[src/rtl/nios_noc_send_ctrl_if.sv]
// NoC-side bundle for nios_noc_send_ctrl: send port with valid/ready,
// receive port with single-cycle valid and no backpressure.
interface nios_noc_send_ctrl_if #(
  parameter int ADDR_W = 8,
  parameter int DATA_W = 32
);
  logic [ADDR_W-1:0] noc_send_addr;
  logic [DATA_W-1:0] noc_send_data;
  logic              noc_send_valid;
  logic              noc_send_ready;
  logic [DATA_W-1:0] noc_recv_data;
  logic              noc_recv_valid;

  modport master (
    output noc_send_addr,
    output noc_send_data,
    output noc_send_valid,
    input  noc_send_ready,
    input  noc_recv_data,
    input  noc_recv_valid
  );

  modport slave (
    input  noc_send_addr,
    input  noc_send_data,
    input  noc_send_valid,
    output noc_send_ready,
    output noc_recv_data,
    output noc_recv_valid
  );
endinterface

[src/rtl/nios_noc_send_ctrl.sv]
// Nios PIO to NoC send sequencer with RX FIFO read back through a PIO.
// Optional TX_TIMEOUT_EN: bounded wait for noc_send_ready, sets tx_err.
module nios_noc_send_ctrl #(
  parameter int ADDR_W   = 8,
  parameter int DATA_W   = 32,
  parameter int RX_DEPTH = 4,
  parameter int TIMEOUT  = 255
) (
  input  logic              clk,
  input  logic              reset_n,
  input  logic [ADDR_W-1:0] pio_addr,
  input  logic [DATA_W-1:0] pio_data,
  input  logic              pio_ack,
  input  logic              pio_pop,
  input  logic              clr_flags,
  output logic [DATA_W-1:0] pio_rdata,
  output logic [7:0]        pio_status,
  nios_noc_send_ctrl_if.master noc
);

  localparam int AW = $clog2(RX_DEPTH);
  localparam logic [0:0] IDLE = 1'b0;
  localparam logic [0:0] SEND = 1'b1;

  if (RX_DEPTH < 2 || RX_DEPTH > 8 ||
      (RX_DEPTH & (RX_DEPTH - 1)) != 0 ||
      TIMEOUT < 1 || TIMEOUT > 255) begin : g_bad_param
    $error("nios_noc_send_ctrl: bad RX_DEPTH/TIMEOUT");
  end

  logic              ack_q, pop_q;
  logic              ack_ev, pop_ev;
  logic [0:0]        state_q, state_d;
  logic [ADDR_W-1:0] addr_q, addr_d;
  logic [DATA_W-1:0] data_q, data_d;
  logic              pend_q, pend_d;
  logic [ADDR_W-1:0] paddr_q, paddr_d;
  logic [DATA_W-1:0] pdata_q, pdata_d;
  logic              tx_ovf_q, tx_ovf_set;
  logic              rx_ovf_q, rx_ovf_set;
  logic              tx_err;

  assign ack_ev = pio_ack ^ ack_q;
  assign pop_ev = pio_pop ^ pop_q;

`ifdef TX_TIMEOUT_EN
  localparam logic [7:0] TO_LAST = 8'(TIMEOUT - 1);
  logic [7:0] timer_q;
  logic       tx_err_q, tx_err_set;
`endif

  always_comb begin
    state_d    = state_q;
    addr_d     = addr_q;
    data_d     = data_q;
    pend_d     = pend_q;
    paddr_d    = paddr_q;
    pdata_d    = pdata_q;
    tx_ovf_set = 1'b0;
`ifdef TX_TIMEOUT_EN
    tx_err_set = 1'b0;
`endif
    unique case (state_q)
      IDLE: begin
        if (pend_q) begin
          state_d = SEND;
          addr_d  = paddr_q;
          data_d  = pdata_q;
          pend_d  = ack_ev;
          if (ack_ev) begin
            paddr_d = pio_addr;
            pdata_d = pio_data;
          end
        end else if (ack_ev) begin
          state_d = SEND;
          addr_d  = pio_addr;
          data_d  = pio_data;
        end
      end
      SEND: begin
        // one-deep queue; a request arriving while it is full is lost
        if (ack_ev) begin
          if (pend_q) begin
            tx_ovf_set = 1'b1;
          end else begin
            pend_d  = 1'b1;
            paddr_d = pio_addr;
            pdata_d = pio_data;
          end
        end
        if (noc.noc_send_ready) begin
          state_d = IDLE;
`ifdef TX_TIMEOUT_EN
        end else if (timer_q == TO_LAST) begin
          state_d    = IDLE;
          tx_err_set = 1'b1;
`endif
        end
      end
      default: state_d = IDLE;
    endcase
  end

  always_ff @(posedge clk or negedge reset_n) begin
    if (!reset_n) begin
      ack_q    <= 1'b0;
      pop_q    <= 1'b0;
      state_q  <= IDLE;
      addr_q   <= '0;
      data_q   <= '0;
      pend_q   <= 1'b0;
      paddr_q  <= '0;
      pdata_q  <= '0;
      tx_ovf_q <= 1'b0;
      rx_ovf_q <= 1'b0;
    end else begin
      ack_q    <= pio_ack;
      pop_q    <= pio_pop;
      state_q  <= state_d;
      addr_q   <= addr_d;
      data_q   <= data_d;
      pend_q   <= pend_d;
      paddr_q  <= paddr_d;
      pdata_q  <= pdata_d;
      tx_ovf_q <= tx_ovf_set | (tx_ovf_q & ~clr_flags);
      rx_ovf_q <= rx_ovf_set | (rx_ovf_q & ~clr_flags);
    end
  end

`ifdef TX_TIMEOUT_EN
  always_ff @(posedge clk or negedge reset_n) begin
    if (!reset_n) begin
      timer_q  <= '0;
      tx_err_q <= 1'b0;
    end else begin
      timer_q  <= (state_q == SEND) ? timer_q + 8'd1 : 8'd0;
      tx_err_q <= tx_err_set | (tx_err_q & ~clr_flags);
    end
  end
  assign tx_err = tx_err_q;
`else
  assign tx_err = 1'b0;
`endif

  assign noc.noc_send_valid = (state_q == SEND);
  assign noc.noc_send_addr  = addr_q;
  assign noc.noc_send_data  = data_q;

  logic [DATA_W-1:0] mem_q [RX_DEPTH];
  logic [AW-1:0]     wp_q, rp_q;
  logic [3:0]        cnt_q;
  logic              empty, full, push, pop;

  assign empty = (cnt_q == 4'd0);
  assign full  = (cnt_q == 4'(RX_DEPTH));
  assign pop   = pop_ev & ~empty;
  // at full, a same-cycle pop frees the slot the new word lands in
  assign push       = noc.noc_recv_valid & (~full | pop);
  assign rx_ovf_set = noc.noc_recv_valid & full & ~pop;

  always_ff @(posedge clk or negedge reset_n) begin
    if (!reset_n) begin
      wp_q  <= '0;
      rp_q  <= '0;
      cnt_q <= '0;
    end else begin
      if (push) wp_q <= wp_q + AW'(1);
      if (pop)  rp_q <= rp_q + AW'(1);
      cnt_q <= cnt_q + 4'(push) - 4'(pop);
    end
  end

  always_ff @(posedge clk) begin
    if (push) mem_q[wp_q] <= noc.noc_recv_data;
  end

  assign pio_rdata  = empty ? '0 : mem_q[rp_q];
  assign pio_status = {cnt_q, tx_ovf_q, rx_ovf_q, tx_err,
                       (state_q == SEND) | pend_q};

endmodule

[src/flat_wrapper.sv]
// flat-port wrapper written by rule: the top's interface ports become plain ports
module nios_noc_send_ctrl_flat 
#(
  parameter int ADDR_W   = 8,
  parameter int DATA_W   = 32,
  parameter int RX_DEPTH = 4,
  parameter int TIMEOUT  = 255
)
  (clk, reset_n, pio_addr, pio_data, pio_ack, pio_pop, clr_flags, pio_rdata, pio_status, noc_noc_send_addr, noc_noc_send_data, noc_noc_send_valid, noc_noc_send_ready, noc_noc_recv_data, noc_noc_recv_valid);
  nios_noc_send_ctrl_if #(.ADDR_W(ADDR_W), .DATA_W(DATA_W)) noc_i ();
  input  logic clk;
  input  logic reset_n;
  input  logic [ADDR_W-1:0] pio_addr;
  input  logic [DATA_W-1:0] pio_data;
  input  logic pio_ack;
  input  logic pio_pop;
  input  logic clr_flags;
  output logic [DATA_W-1:0] pio_rdata;
  output logic [7:0] pio_status;
  output wire logic [$bits(noc_i.noc_send_addr)-1:0] noc_noc_send_addr;
  output wire logic [$bits(noc_i.noc_send_data)-1:0] noc_noc_send_data;
  output wire logic [$bits(noc_i.noc_send_valid)-1:0] noc_noc_send_valid;
  input wire logic [$bits(noc_i.noc_send_ready)-1:0] noc_noc_send_ready;
  input wire logic [$bits(noc_i.noc_recv_data)-1:0] noc_noc_recv_data;
  input wire logic [$bits(noc_i.noc_recv_valid)-1:0] noc_noc_recv_valid;
  assign noc_noc_send_addr = noc_i.noc_send_addr;
  assign noc_noc_send_data = noc_i.noc_send_data;
  assign noc_noc_send_valid = noc_i.noc_send_valid;
  assign noc_i.noc_send_ready = noc_noc_send_ready;
  assign noc_i.noc_recv_data = noc_noc_recv_data;
  assign noc_i.noc_recv_valid = noc_noc_recv_valid;
  nios_noc_send_ctrl #(.ADDR_W(ADDR_W), .DATA_W(DATA_W), .RX_DEPTH(RX_DEPTH), .TIMEOUT(TIMEOUT)) u_core (.clk(clk), .reset_n(reset_n), .pio_addr(pio_addr), .pio_data(pio_data), .pio_ack(pio_ack), .pio_pop(pio_pop), .clr_flags(clr_flags), .pio_rdata(pio_rdata), .pio_status(pio_status), .noc(noc_i));
endmodule
[config.mk]
export PLATFORM = sky130hd
export DESIGN_NAME = nios_noc_send_ctrl_flat
export DESIGN_NICKNAME = d
export VERILOG_FILES = /design/src/rtl/nios_noc_send_ctrl_if.sv /design/src/rtl/nios_noc_send_ctrl.sv /design/src/flat_wrapper.sv
export SDC_FILE = /design/constraint.sdc
export NUM_CORES = 1
export LEC_CHECK = 0
export CAP_MARGIN = 20
export CORE_ASPECT_RATIO = 0.9
export CORE_MARGIN = 3
export CORE_UTILIZATION = 55
export CTS_CLUSTER_DIAMETER = 150
export DETAILED_ROUTE_END_ITERATION = 16
export PLACE_DENSITY = 0.82
export SYNTH_ARGS = -nofsm -noshare
export SYNTH_HDL_FRONTEND = slang
export SYNTH_SLANG_ARGS = --single-unit
[constraint.sdc]
create_clock -name clk -period 7 [get_ports clk]
set_input_delay 1.05 -clock clk [delete_from_list [all_inputs] [get_ports clk]]
set_output_delay 1.05 -clock clk [all_outputs]
set_load 0.005 [all_outputs]
==> results of run 1 <==
-- power by group through the flow --
stage	sequential [mW]	combinational (mW)	clock (mW)
2_1_floorplan	2.06	1.49	0
3_3_place_gp	2.16	2.16	0
3_5_place_dp	2.19	2.22	0
4_1_cts	2.17	2.23	1.29
5_1_grt	2.22	2.37	1.35
6_report	2.17	2.19	1.27
-- per-stage QoR --
| step | hold slack, ps | area, µm² |
|---|---|---|
| 6_report | 479.4 | 11740 |
| 5_1_grt | 485.8 | 11740 |
| 4_1_cts | 467.9 | 11740 |
| 3_5_place_dp | 476.8 | 10940 |
| 3_3_place_gp | 455.9 | 10940 |
| 2_1_floorplan | 458.5 | 9304 |
-- worst max-delay path, cell delays in order (launching register included) --
cell and delay [ps]:
sky130_fd_sc_hd__dfrtp_2 600, sky130_fd_sc_hd__buf_4 490, sky130_fd_sc_hd__mux4_2 570, sky130_fd_sc_hd__nor2b_1 170, sky130_fd_sc_hd__clkdlybuf4s50_1 460
-- registers in the layout, summed over array words and instances, names as in the netlist, 2 cells and up --
| signal | count |
|---|---|
| u_core.cnt_q | 4 |
| u_core.wp_q | 2 |
| u_core.noc.noc_send_data | 32 |
| u_core.noc.noc_send_addr | 8 |
| u_core.pdata_q | 32 |
| u_core.paddr_q | 8 |
| u_core.rp_q | 2 |
| u_core.mem_q | 128 |
-- synthesized netlist by cell type, types with 2 or more instances --
library cell	count	area, µm²
sky130_fd_sc_hd__edfxtp_1	128	3844
sky130_fd_sc_hd__dfrtp_1	94	2352
sky130_fd_sc_hd__mux2_2	78	878.3
sky130_fd_sc_hd__mux2_4	39	585.6
sky130_fd_sc_hd__mux4_2	32	720.7
sky130_fd_sc_hd__nor2b_1	32	200.2
sky130_fd_sc_hd__inv_1	14	52.55
sky130_fd_sc_hd__ha_1	10	125.1
sky130_fd_sc_hd__buf_6	8	90.09
sky130_fd_sc_hd__clkbuf_1	8	30.03
sky130_fd_sc_hd__and2_1	4	25.02
sky130_fd_sc_hd__buf_12	4	80.08
sky130_fd_sc_hd__buf_2	4	20.02
sky130_fd_sc_hd__buf_4	4	30.03
sky130_fd_sc_hd__mux2_1	4	45.04
sky130_fd_sc_hd__xor2_1	4	35.03
sky130_fd_sc_hd__xnor2_1	3	26.28
sky130_fd_sc_hd__a21o_1	2	15.01
sky130_fd_sc_hd__nor3b_1	2	15.01
sky130_fd_sc_hd__o21ai_0	2	10.01
-- how the worst max path moves through the flow --
stage / slack, ps / start / endpoint / cells past startpoint
CTS: 3060 / u_core.rp_q[0] / pio_rdata[29] / 4
floorplan: 4340 / pio_pop / u_core.mem_q[0][0] / 3
global route: 2960 / u_core.rp_q[0] / pio_rdata[27] / 4
finish: 3150 / u_core.rp_q[0] / pio_rdata[16] / 4
detailed placement: 3570 / pio_ack / u_core.noc.noc_send_addr[4] / 5
global placement: 3610 / pio_ack / u_core.noc.noc_send_data[0] / 5
-- per-layer routing --
metal | wire (µm) | vias up | share of wire
met4 | 284 | 0 | 0.016
met1 | 7653 | 2456 | 0.43
met5 | 0 | - | 0
met3 | 1322 | 24 | 0.074
met2 | 8494 | 158 | 0.48
li1 | - | 2148 | -
-- final cells by class --
class | count | area, µm²
clock inverters | 15 | 212.7
multi-input cells | 226 | 2816
inverters | 14 | 52.55
fillers | 998 | 4609
well taps | 207 | 259.0
flip-flops and latches | 222 | 6198
clock buffers | 25 | 583.1
diodes | 1 | 2.502
repair buffers | 163 | 1617
-- logic make-up after synthesis --
family / count (synthesis) / synth area share
XOR/XNOR: 8 / 0.008338
adder cells (fa/ha/maj): 12 / 0.01668
AO/OA/AOI/OAI: 8 / 0.006320
other: 1 / 0.0004031
multiplexers: 153 / 0.2396
flip-flops: 222 / 0.6660
buffers and inverters: 42 / 0.03255
AND/OR/NAND/NOR: 44 / 0.03012
==> metrics.sh, run 1 <==
DPL.HPWL_UM=11240
TIMING.MAX_CAP.VIOLATIONS=0
HOLD_VIOLATIONS=0
TRITONCTS='done'
SYNTHTOLAYOUTAREAGROWTH_PCT=26.20
DIE-AREA_MM2=0.01851
TOTAL_SWITCHING_POWER_mW=1.551
GRT_SETUP_UNREPAIRED='false'
CTS_MAX_LEVEL=1
FINAL_DESIGN_UTILIZATION=0.7181
SWITCHING_SHARE=0.2755
P_INT_mW=4.080
CRITICAL_PATH.REG2REG.STARTPOINT='u_core.pend_q'
SLEW_HEADROOM=0.2962
YOSYS_WARNINGS=0
DRTITER0DRC=305
NETS=739
SYNTH_CELL_TYPE_COUNT=34
P_PER_AREA_mW_PER_MM2=479.6
R2R-END='u_core.noc.noc_send_data[27]'
HOLDBUFCOUNTCTS=0
SYNTH.CELL_AREA_MM2=0.009304
GRT_MAX_DEGREE=66
WORST_IR_DROP_VDD_uV=535.3
DRV_SLEW=0
VIA_COUNT_OF_THE_FIRST_GLOBAL_ROUTING_PASS=5262
GRT_REMAINING_OVERFLOW=0
POST_DRT_WL_PER_CELL_UM=20.34
REG2REG_SLACK_PS=4190
OUTCOME='finished clean'
PLACED_CELLS=832
CLK-INSERTION-DELAY-LATE_PS=500
DOMINANTREGCELLSYNTH='sky130_fd_sc_hd__edfxtp_1'
FLOORPLAN.ROWS=44
PORTBUFFERS=158
GLOBALROUTETOTALUTIL=0.1935
WORSTPATHREQUIRED_PS=5950
CP_DATA_ARRIVAL_TIME_PS=2800
PATH_MAX_FANOUT=23
GLOBAL_ROUTE.PEAK_USAGE_LAYER='met2'
FINISH.CELL_COUNT_WITHOUT_FILLERS=873
GLOBAL_ROUTE.USAGE.MET2=0.3141
GP_ROUTABILITY_CONGESTION=0.7607
CTS_ROOT_BUF='sky130_fd_sc_hd__clkbuf_16'
CLK_PIN_SLEW_PS=60
BOUNDARYPINS=160
POST_ROUTE_CELLS_DRIVE_ABOVE_1_SHARE=0.3068
TIGHTEST_SLEW_PS=1056
WORST_CLOCK_SKEW_PS=13.63
SETUP_CRIT_PATH_KIND='reg2out'
SYNTHESIS.AREA_PER_INSTANCE_UM2=18.99
GRT_USE_MET3=0.05609
ANTENNA_VIOLATIONS_BEFORE_REPAIR=0
DRT_PASS1_ITERATIONS=4
MAXCLOCKFREQUENCY_MHz=259.7
CTS-ROOT-TO-SINK-BUFFERS=3
ENDPOINT_KIND='output pin'
YS_ASYNC_SR_FRACTION=0.4234
DR_TOTAL_VIAS=4786
START_UTIL=0.5690
CTS_BUFFERS=22
GRT_FIRST_PASS_WIRELENGTH_UM=27950
WORST-R2R-CELL-COUNT=3
FINAL.SETUP.TNS_PS=0
SETUP_VIOL_COUNT_FINAL=0
FINAL.PERIOD_UTILIZATION=0.5501
WORSTSETUPSTARTPOINTTYPE='flip-flop'
POST_DRT_VIA_CELL_RATIO=5.482
POSTCTSSETUPREPAIRBUFS=0
PLACEABLECOREAREA_MM2=0.01635
DIE_Y_UM=129.4
PERIOD_MINUS_WS_FINAL_PS=3851
MOSTFREQUENTLAYOUTCELL='sky130_fd_sc_hd__clkdlybuf4s50_1'
NUMBER_OF_GATES_RESIZED_AFTER_CTS=0
LAYOUT.CELLS.MOST_COMMON_LIST='157 x sky130_fd_sc_hd__clkdlybuf4s50_1, 128 x sky130_fd_sc_hd__edfxtp_1, 92 x sky130_fd_sc_hd__dfrtp_1'
DRT-TOTAL-WL_UM=17750
POWER_FRAC_CLOCK=0.226
GLOBAL_ROUTE.USAGE.MET1=0.2680
HOLD_CRIT_PATH_TYPE='in2async'
POSTSYNTHCELLCOUNT=490
FLOORPLAN.DIE.WIDTH_UM=143.1
SYNTH.YOSYS.SEQ_AREA_SHARE=0.6659
SEQUENTIALPOWERSHARE=0.385
PWR-SHARE-COMB=0.389
SYNTH_SEQ_CELLS=222
SYNTH.NET_COUNT=580
NUMBER_OF_ENABLE_TYPE_REGISTER_CELLS_IN_THE_SYNTHESIZED_NETLIST=128
DP_WORST_SETUP_SLACK_PS=3571
DETAIL_ROUTE.DRC_VIOLATIONS=0
ANT_NETS=0
WORST_SETUP_SLACK_FINAL_PS=3149
TRITONCTS_NUM_SINKS=222
TOTAL_LEAKAGE_POWER_nW=4.469
FIN_TOTAL_PWR_mW=5.631
(Power assumes the default switching activity.)
==> inputs of run 2 (changes only) <==
--- a/config.mk
+++ b/config.mk
@@ -8,10 +8,10 @@
 export CAP_MARGIN = 20
 export CORE_ASPECT_RATIO = 0.9
 export CORE_MARGIN = 3
-export CORE_UTILIZATION = 55
+export CORE_UTILIZATION = 53
 export CTS_CLUSTER_DIAMETER = 150
 export DETAILED_ROUTE_END_ITERATION = 16
-export PLACE_DENSITY = 0.82
+export PLACE_DENSITY = 0.8
 export SYNTH_ARGS = -nofsm -noshare
 export SYNTH_HDL_FRONTEND = slang
 export SYNTH_SLANG_ARGS = --single-unit
==> constraint.sdc (replaced) <==
create_clock -name clk -period 3.8 [get_ports clk]
set_input_delay 0.57 -clock clk [delete_from_list [all_inputs] [get_ports clk]]
set_output_delay 0.57 -clock clk [all_outputs]
set_load 0.005 [all_outputs]
==> run 2 against run 1 <==
Effect of this change:
- critical path depth unchanged
- register-to-register slack got worse by 3000 ps
- global-route usage decreased by 1.4 points
- cell area decreased by 0.55%
- worst hold slack got worse by 260 ps
- core utilization decreased by 3.4 points
- clock-buffer cell count increased by 3
- die area increased by 3.6%
- sequential cell count unchanged
- sequential power increased by 83%
- highest routed layer unchanged
- largest cell class unchanged
- via count decreased by 1.4%
==> metrics.sh, run 2 (same netlist as run 1, synthesis figures left out) <==
TRITONCTS_NUM_SINKS=222  # unchanged
HOLDBUFCOUNTCTS=0  # unchanged
DIE_Y_UM=131.7  # +1.8%
PLACEABLECOREAREA_MM2=0.01706  # +4.3%
LAYOUT.CELLS.MOST_COMMON_LIST='157 x sky130_fd_sc_hd__clkdlybuf4s50_1, 128 x sky130_fd_sc_hd__edfxtp_1, 92 x sky130_fd_sc_hd__dfrtp_1'
NUMBER_OF_GATES_RESIZED_AFTER_CTS=0  # unchanged
WL_MET2_UM=8128  # -4.3%
OUTCOME='finished clean'
DRTITER0DRC=183  # -40%
LARGEST_REGISTER='u_core.mem_q'
HOLD_CRIT_PATH_TYPE='in2async'
CTS_ROOT_BUF='sky130_fd_sc_hd__clkbuf_16'
FINAL.SETUP.TNS_PS=0  # unchanged
DP_WORST_SETUP_SLACK_PS=1016  # -2555 ps
CTS_MAX_LEVEL=1  # unchanged
POST_DRT_VIA_CELL_RATIO=5.236  # -4.5%
SETUP_VIOL_COUNT_FINAL=0  # unchanged
CLK_PIN_SLEW_PS=60  # about the same
WORST_CLOCK_SKEW_PS=7.664  # -5.965 ps
MET1_ROUTED_LENGTH_UM=7227  # -5.6%
LARGEST_REG_FLOPS=128  # unchanged
GRT_FIRST_PASS_WIRELENGTH_UM=27800  # -0.52%
DRT_PASS1_ITERATIONS=4  # unchanged
WORST_IR_DROP_VDD_uV=520.0  # -2.9%
PATH_MAX_FANOUT=18  # -22%
SEQ_AREA_MM2=0.006198  # unchanged
TRITONCTS='done'
PERIOD_MINUS_WS_FINAL_PS=3248
POST_ROUTE_CELLS_DRIVE_ABOVE_1_SHARE=0.3023  # -0.004511
FINAL.PERIOD_UTILIZATION=0.8548
DR_TOTAL_VIAS=4718  # -1.4%
MAXCLOCKFREQUENCY_MHz=307.8
DIE-AREA_MM2=0.01918  # +3.6%
MULTI_INPUT_AREA_MM2=0.002816  # unchanged
NUM-FILL-CELLS=1143  # +15%
DRT-TOTAL-WL_UM=17040  # -4.0%
DETAIL_ROUTE.DRC_VIOLATIONS=0  # unchanged
DETAILROUTE.WIRELENGTH.MET3_UM=1332  # +0.76%
CRITPATHSLOWESTCELL='sky130_fd_sc_hd__dfrtp_2'
CRITPATHTOPFAMILY='buffers and inverters'
BOUNDARYPINS=160  # unchanged
CTS_BUFFERS=22  # unchanged
BUFS_AND_INVS_ON_WORST_PATH=2  # unchanged
DPL.HPWL_UM=10670  # -5.1%
TIGHTEST_SLEW_PS=1035  # -20.53 ps
WORSTSETUPSTARTPOINTTYPE='flip-flop'
ANTENNA_VIOLATIONS_BEFORE_REPAIR=0  # unchanged
GLOBALROUTETOTALUTIL=0.1795  # -0.01405
VIA_COUNT_OF_THE_FIRST_GLOBAL_ROUTING_PASS=5176  # -1.6%
GRT_SETUP_UNREPAIRED='false'
CTS-ROOT-TO-SINK-BUFFERS=3  # unchanged
SETUP_CRIT_PATH_KIND='reg2out'
FLOORPLAN.DIE.WIDTH_UM=145.7  # +1.8%
WORSTPATHREQUIRED_PS=3230  # -2720 ps
GP_ROUTABILITY_CONGESTION=0.7135  # -6.2%
MOSTFREQUENTLAYOUTCELL='sky130_fd_sc_hd__clkdlybuf4s50_1'
GRT_REMAINING_OVERFLOW=0  # unchanged
GRT_MAX_DEGREE=78  # +18%
WORST_SETUP_SLACK_FINAL_PS=551.7  # -2598 ps
TIMING.MAX_CAP.VIOLATIONS=0  # unchanged
PORTBUFFERS=158  # unchanged
TOTAL_LEAKAGE_POWER_nW=4.442  # -0.61%
ANT_NETS=0  # unchanged
FLOORPLAN.ROWS=45  # +2.3%
NETS=741  # +0.27%
POST_DRT_WL_PER_CELL_UM=18.91  # -7.0%
POSTCTSSETUPREPAIRBUFS=0  # unchanged
ENDPOINT_KIND='output pin'
SYNTHTOLAYOUTAREAGROWTH_PCT=25.50
CP_DATA_ARRIVAL_TIME_PS=2680  # -120 ps
CLK-INSERTION-DELAY-LATE_PS=500  # about the same
SLEW_HEADROOM=0.3099  # +0.01369
TOP_LAYER_USED='met4'
P_PER_AREA_mW_PER_MM2=858.9  # +79%
START_UTIL=0.5454  # -0.02366
CRITICAL_PATH.MAX_STAGE_DELAY_PS=730  # +130 ps
DRV_SLEW=0  # unchanged
CRITICAL_PATH.CELL_CHAIN='buf_4 -> mux4_2 -> nor2b_1 -> clkdlybuf4s50_1'
HOLD_VIOLATIONS=0  # unchanged
run 2: final cells by class:
class                   count  area share
multi-input cells         226      0.2412
inverters                  14    0.004501
flip-flops and latches    222      0.5309
clock buffers              28     0.05079
repair buffers            165      0.1397
well taps                 235     0.02518
diodes                      1   0.0002143
clock inverters            10    0.007501
run 2: path summary, 6_finish.rpt:
check / startpoint / endpoint / cells after the start / slack, ps
hold / removal: reset_n / u_core.noc.noc_send_addr[2] / 1 / 220
max in group asynchronous: reset_n / u_core.paddr_q[6] / 2 / 2780
hold reg to reg: u_core.rp_q[1] / u_core.rp_q[1] / 1 / 470
setup reg to reg: u_core.pend_q / u_core.pdata_q[12] / 3 / 1210
setup / recovery: u_core.rp_q[0] / pio_rdata[1] / 4 / 550
min in group clk: u_core.rp_q[1] / u_core.rp_q[1] / 1 / 470
run 2: per-layer routing:
metal	up-vias	track usage
li1	2147	-
met1	2393	0.2415
met2	151	0.2893
met3	27	0.06034
met4	0	0.03692
met5	-	0
run 2: per-stage QoR:
step	hold WS (ps)	cells	utilization	total power [mW]	cell area (µm²)
after detailed placement	457.6	862	0.6444	8.101	10990
after global placement	456.2	862	0.6444	7.954	10990
after global routing	306.6	900	0.6843	10.62	11670
after floorplan	274.4	490	-	6.532	9304
final	215.3	901	0.6844	10.03	11680
after CTS	255.0	900	0.6843	10.19	11670
run 2: power breakdown:
part / switching [mW] / internal, mW / total (mW)
Combinational: 1.40 / 2.62 / 4.02
Sequential: 0.513 / 3.47 / 3.98
Clock: 0.854 / 1.17 / 2.03
==> inputs of run 3 (changes only) <==
--- a/config.mk
+++ b/config.mk
@@ -8,10 +8,11 @@
 export CAP_MARGIN = 20
 export CORE_ASPECT_RATIO = 0.9
 export CORE_MARGIN = 3
-export CORE_UTILIZATION = 53
+export CORE_UTILIZATION = 55
 export CTS_CLUSTER_DIAMETER = 150
 export DETAILED_ROUTE_END_ITERATION = 16
-export PLACE_DENSITY = 0.8
+export GPL_TIMING_DRIVEN = 0
+export PLACE_DENSITY = 0.82
 export SYNTH_ARGS = -nofsm -noshare
 export SYNTH_HDL_FRONTEND = slang
 export SYNTH_SLANG_ARGS = --single-unit
==> constraint.sdc (replaced) <==
create_clock -name clk -period 4 [get_ports clk]
set_input_delay 0.6 -clock clk [delete_from_list [all_inputs] [get_ports clk]]
set_output_delay 0.6 -clock clk [all_outputs]
set_load 0.005 [all_outputs]
==> run 3 against run 2 <==
Effect of this change:
- clock-buffer cell count rose by 6
- core utilization up 4.7 points
- clock power up 8%
- sequential power fell by 8.5%
- final cell count fell by 0.33%
- worst hold slack lost 87 ps
- wire length rose by 6.3%
- cell area up 2.4%
- sequential cell count is the same
- clock skew grew 7.1 ps
- register-to-register slack improved by 190 ps
- critical endpoint is now pio_rdata[25]
- largest power group unchanged
==> metrics.sh, run 3 (same netlist as run 1, synthesis figures left out) <==
OUTCOME='finished clean'
GRT_USE_MET3=0.07122  # +0.01087
START_UTIL=0.5690  # +0.02366
BOUNDARYPINS=160  # unchanged
CP-ENDPOINT='pio_rdata[25]'
GRT_REMAINING_OVERFLOW=0  # unchanged
PERIOD_MINUS_WS_FINAL_PS=3395
WORSTPATHREQUIRED_PS=3400  # +170 ps
DRTITER0DRC=237  # +30%
CLK_PIN_SLEW_PS=60  # about the same
R2R-END='u_core.cnt_q[2]'
PWR-SHARE-COMB=0.419  # +0.018
ANTENNA_VIOLATIONS_BEFORE_REPAIR=0  # unchanged
PLACEABLECOREAREA_MM2=0.01635  # -4.2%
FIN_TOTAL_PWR_mW=10.06  # +0.28%
GLOBAL_ROUTE.PEAK_USAGE_LAYER='met2'
PLACED_CELLS=856  # -0.70%
HOLDBUFCOUNTCTS=0  # unchanged
VIA_COUNT_OF_THE_FIRST_GLOBAL_ROUTING_PASS=5438  # +5.1%
PATH_MAX_FANOUT=10  # -8
MOSTFREQUENTLAYOUTCELL='sky130_fd_sc_hd__clkdlybuf4s50_1'
FINAL_AREA_MM2=0.01196  # +2.4%
SETUP_VIOL_COUNT_FINAL=0  # unchanged
DRV_SLEW=0  # unchanged
WORST-R2R-CELL-COUNT=10  # +7
SEQUENTIALPOWERSHARE=0.362  # -0.035
DPL.HPWL_UM=12130  # +14%
SYNTHTOLAYOUTAREAGROWTH_PCT=28.56
N_ANTENNA_CELL=0  # -1
ENDPOINT_KIND='output pin'
POST_ROUTE_CELLS_DRIVE_ABOVE_1_SHARE=0.3126  # +0.01033
CRIT_START='u_core.cnt_q[2]'
TRITONCTS='done'
CRITICAL_PATH.REG2REG.STARTPOINT='u_core.cnt_q[2]'
P_PER_AREA_mW_PER_MM2=840.8  # -2.1%
ANT_NETS=0  # unchanged
MAXCLOCKFREQUENCY_MHz=294.6
TIMING.MAX_CAP.VIOLATIONS=0  # unchanged
CRITICAL_PATH.MAX_STAGE_DELAY_PS=510  # -220 ps
GLOBAL_ROUTE.USAGE.MET2=0.3373  # +0.04796
CTS_ROOT_BUF='sky130_fd_sc_hd__clkbuf_16'
P_INT_mW=7.296  # +0.54%
GLOBAL_ROUTE.USAGE.MET1=0.2542  # +0.01272
WORSTSETUPSTARTPOINTTYPE='flip-flop'
FINALHOLDWORSTSLACK_PS=128.3  # -86.92 ps
SWITCHING_SHARE=0.2745  # -0.001889
TRITONCTS_NUM_SINKS=222  # unchanged
FINAL.PERIOD_UTILIZATION=0.8487
TOTAL_LEAKAGE_POWER_nW=4.604  # +3.7%
TIGHTEST_SLEW_PS=923.1  # -112.1 ps
GLOBALROUTETOTALUTIL=0.1997  # +0.02021
SLEW_HEADROOM=0.3846  # +0.07474
REG2REG_SLACK_PS=1400  # +190 ps
POSTCTSSETUPREPAIRBUFS=0  # unchanged
DETAILED_PLACE.AREA_MM2=0.01117  # +1.6%
FLOORPLAN.ROWS=44  # -2.2%
GRT_FIRST_PASS_WIRELENGTH_UM=28960  # +4.2%
CTS-ROOT-TO-SINK-BUFFERS=3  # unchanged
POST_DRT_VIA_CELL_RATIO=5.401  # +3.1%
MULTI_INPUT_AREA_MM2=0.002810  # -0.22%
CRITICAL_PATH.CELL_CHAIN='inv_1 -> ha_1 -> nor3b_2 -> clkbuf_1 -> nor2b_1 -> clkdlybuf4s50_1'
DP_WORST_SETUP_SLACK_PS=1068  # +51.92 ps
DIE_Y_UM=129.4  # -1.8%
NUM-FILL-CELLS=982  # -14%
CP_DATA_ARRIVAL_TIME_PS=2790  # +110 ps
HOLD_CRIT_PATH_TYPE='in2async'
DRT_PASS1_ITERATIONS=4  # unchanged
FLOORPLAN.DIE.WIDTH_UM=143.1  # -1.8%
DETAIL_ROUTE.DRC_VIOLATIONS=0  # unchanged
CTS_BUFFERS=23  # +4.5%
SETUP_CRIT_PATH_KIND='reg2out'
CRITICAL_PATH_DEPTH=6  # +2
WORST_SETUP_SLACK_FINAL_PS=605.3  # +53.69 ps
BUFS_AND_INVS_ON_WORST_PATH=3  # +1
CRITPATHTOPFAMILY='buffers and inverters'
NETS=764  # +3.1%
FINISH.CELL_COUNT_WITHOUT_FILLERS=898  # -0.33%
LAYOUT.CELLS.MOST_COMMON_LIST='157 x sky130_fd_sc_hd__clkdlybuf4s50_1, 128 x sky130_fd_sc_hd__edfxtp_1, 94 x sky130_fd_sc_hd__dfrtp_1'
CRITPATHSLOWESTCELL='sky130_fd_sc_hd__nor3b_2'
WORST_IR_DROP_VDD_uV=528.6  # +1.7%
LARGEST_REG_FLOPS=128  # unchanged
POST_DRT_WL_PER_CELL_UM=20.18  # +6.7%
WORST_CLOCK_SKEW_PS=14.81  # +7.149 ps
NUMBER_OF_GATES_RESIZED_AFTER_CTS=0  # unchanged
GRT_SETUP_UNREPAIRED='false'
POWER_FRAC_CLOCK=0.219  # +0.017
GP_ROUTABILITY_CONGESTION=0.7455  # +4.5%
CLK-INSERTION-DELAY-LATE_PS=500  # about the same
PORTBUFFERS=158  # unchanged
DR_TOTAL_VIAS=4850  # +2.8%
DIE-AREA_MM2=0.01851  # -3.5%
HOLD_VIOLATIONS=0  # unchanged
CTS_MAX_LEVEL=1  # unchanged
TOTAL_SWITCHING_POWER_mW=2.761  # -0.41%
DRT-TOTAL-WL_UM=18120  # +6.3%
LARGEST_REGISTER='u_core.mem_q'
GRT_MAX_DEGREE=52  # -33%
SEQ_AREA_MM2=0.006196  # about the same
==> run 3: layout make-up <==
type	count	share of cell area
Clock inverter	8	0.009833
Multi-Input combinational cell	226	0.2349
Inverter	14	0.004393
Clock buffer	34	0.05659
Sequential cell	222	0.5180
Tap cell	207	0.02165
Buffer	28	0.02092
Timing Repair Buffer	159	0.1337
==> run 3: worst register-to-register path, stage by stage, from the launching register on <==
cell	delay, ps
sky130_fd_sc_hd__dfrtp_1	400
sky130_fd_sc_hd__inv_1	90
sky130_fd_sc_hd__ha_1	190
sky130_fd_sc_hd__nor3b_2	510
sky130_fd_sc_hd__nor2_1	180
sky130_fd_sc_hd__ha_1	310
sky130_fd_sc_hd__inv_1	60
sky130_fd_sc_hd__ha_1	170
sky130_fd_sc_hd__inv_1	60
sky130_fd_sc_hd__fa_1	380
sky130_fd_sc_hd__xnor2_1	130
==> run 3: worst min-delay path by stage <==
stage / from / to / cells after the start
5_1_grt: reset_n / u_core.noc.noc_send_data[16] / 1
6_report: reset_n / u_core.noc.noc_send_data[16] / 1
3_5_place_dp: u_core.pdata_q[13] / u_core.pdata_q[13] / 1
3_3_place_gp: u_core.pdata_q[11] / u_core.pdata_q[11] / 1
2_1_floorplan: reset_n / u_core.ack_q / 0
4_1_cts: reset_n / u_core.noc.noc_send_data[17] / 1
==> run 3: stage by stage <==
step	setup TNS (ps)	util
finish	0	0.7316
global route	0	0.7316
CTS	0	0.7316
detailed placement	0	0.6830
global placement	-92050	0.6816
floorplan	0	-
==> run 3: power by group through the flow <==
stage                     clock network (mW)  logic (mW)  registers (mW)
after floorplan                            0        2.61            3.60
after global placement                     0        4.16            3.63
after detailed placement                   0        4.27            3.67
after CTS                               2.24        4.31            3.65
after global routing                    2.33        4.56            3.73
final                                   2.20        4.21            3.64
==> run 3: per-layer routing <==
metal | up-vias | wire length [µm] | share of wire
met5 | - | 0 | 0
met1 | 2458 | 7258 | 0.40
li1 | 2193 | - | -
met2 | 175 | 8783 | 0.48
met3 | 24 | 1760 | 0.097
met4 | 0 | 317 | 0.017
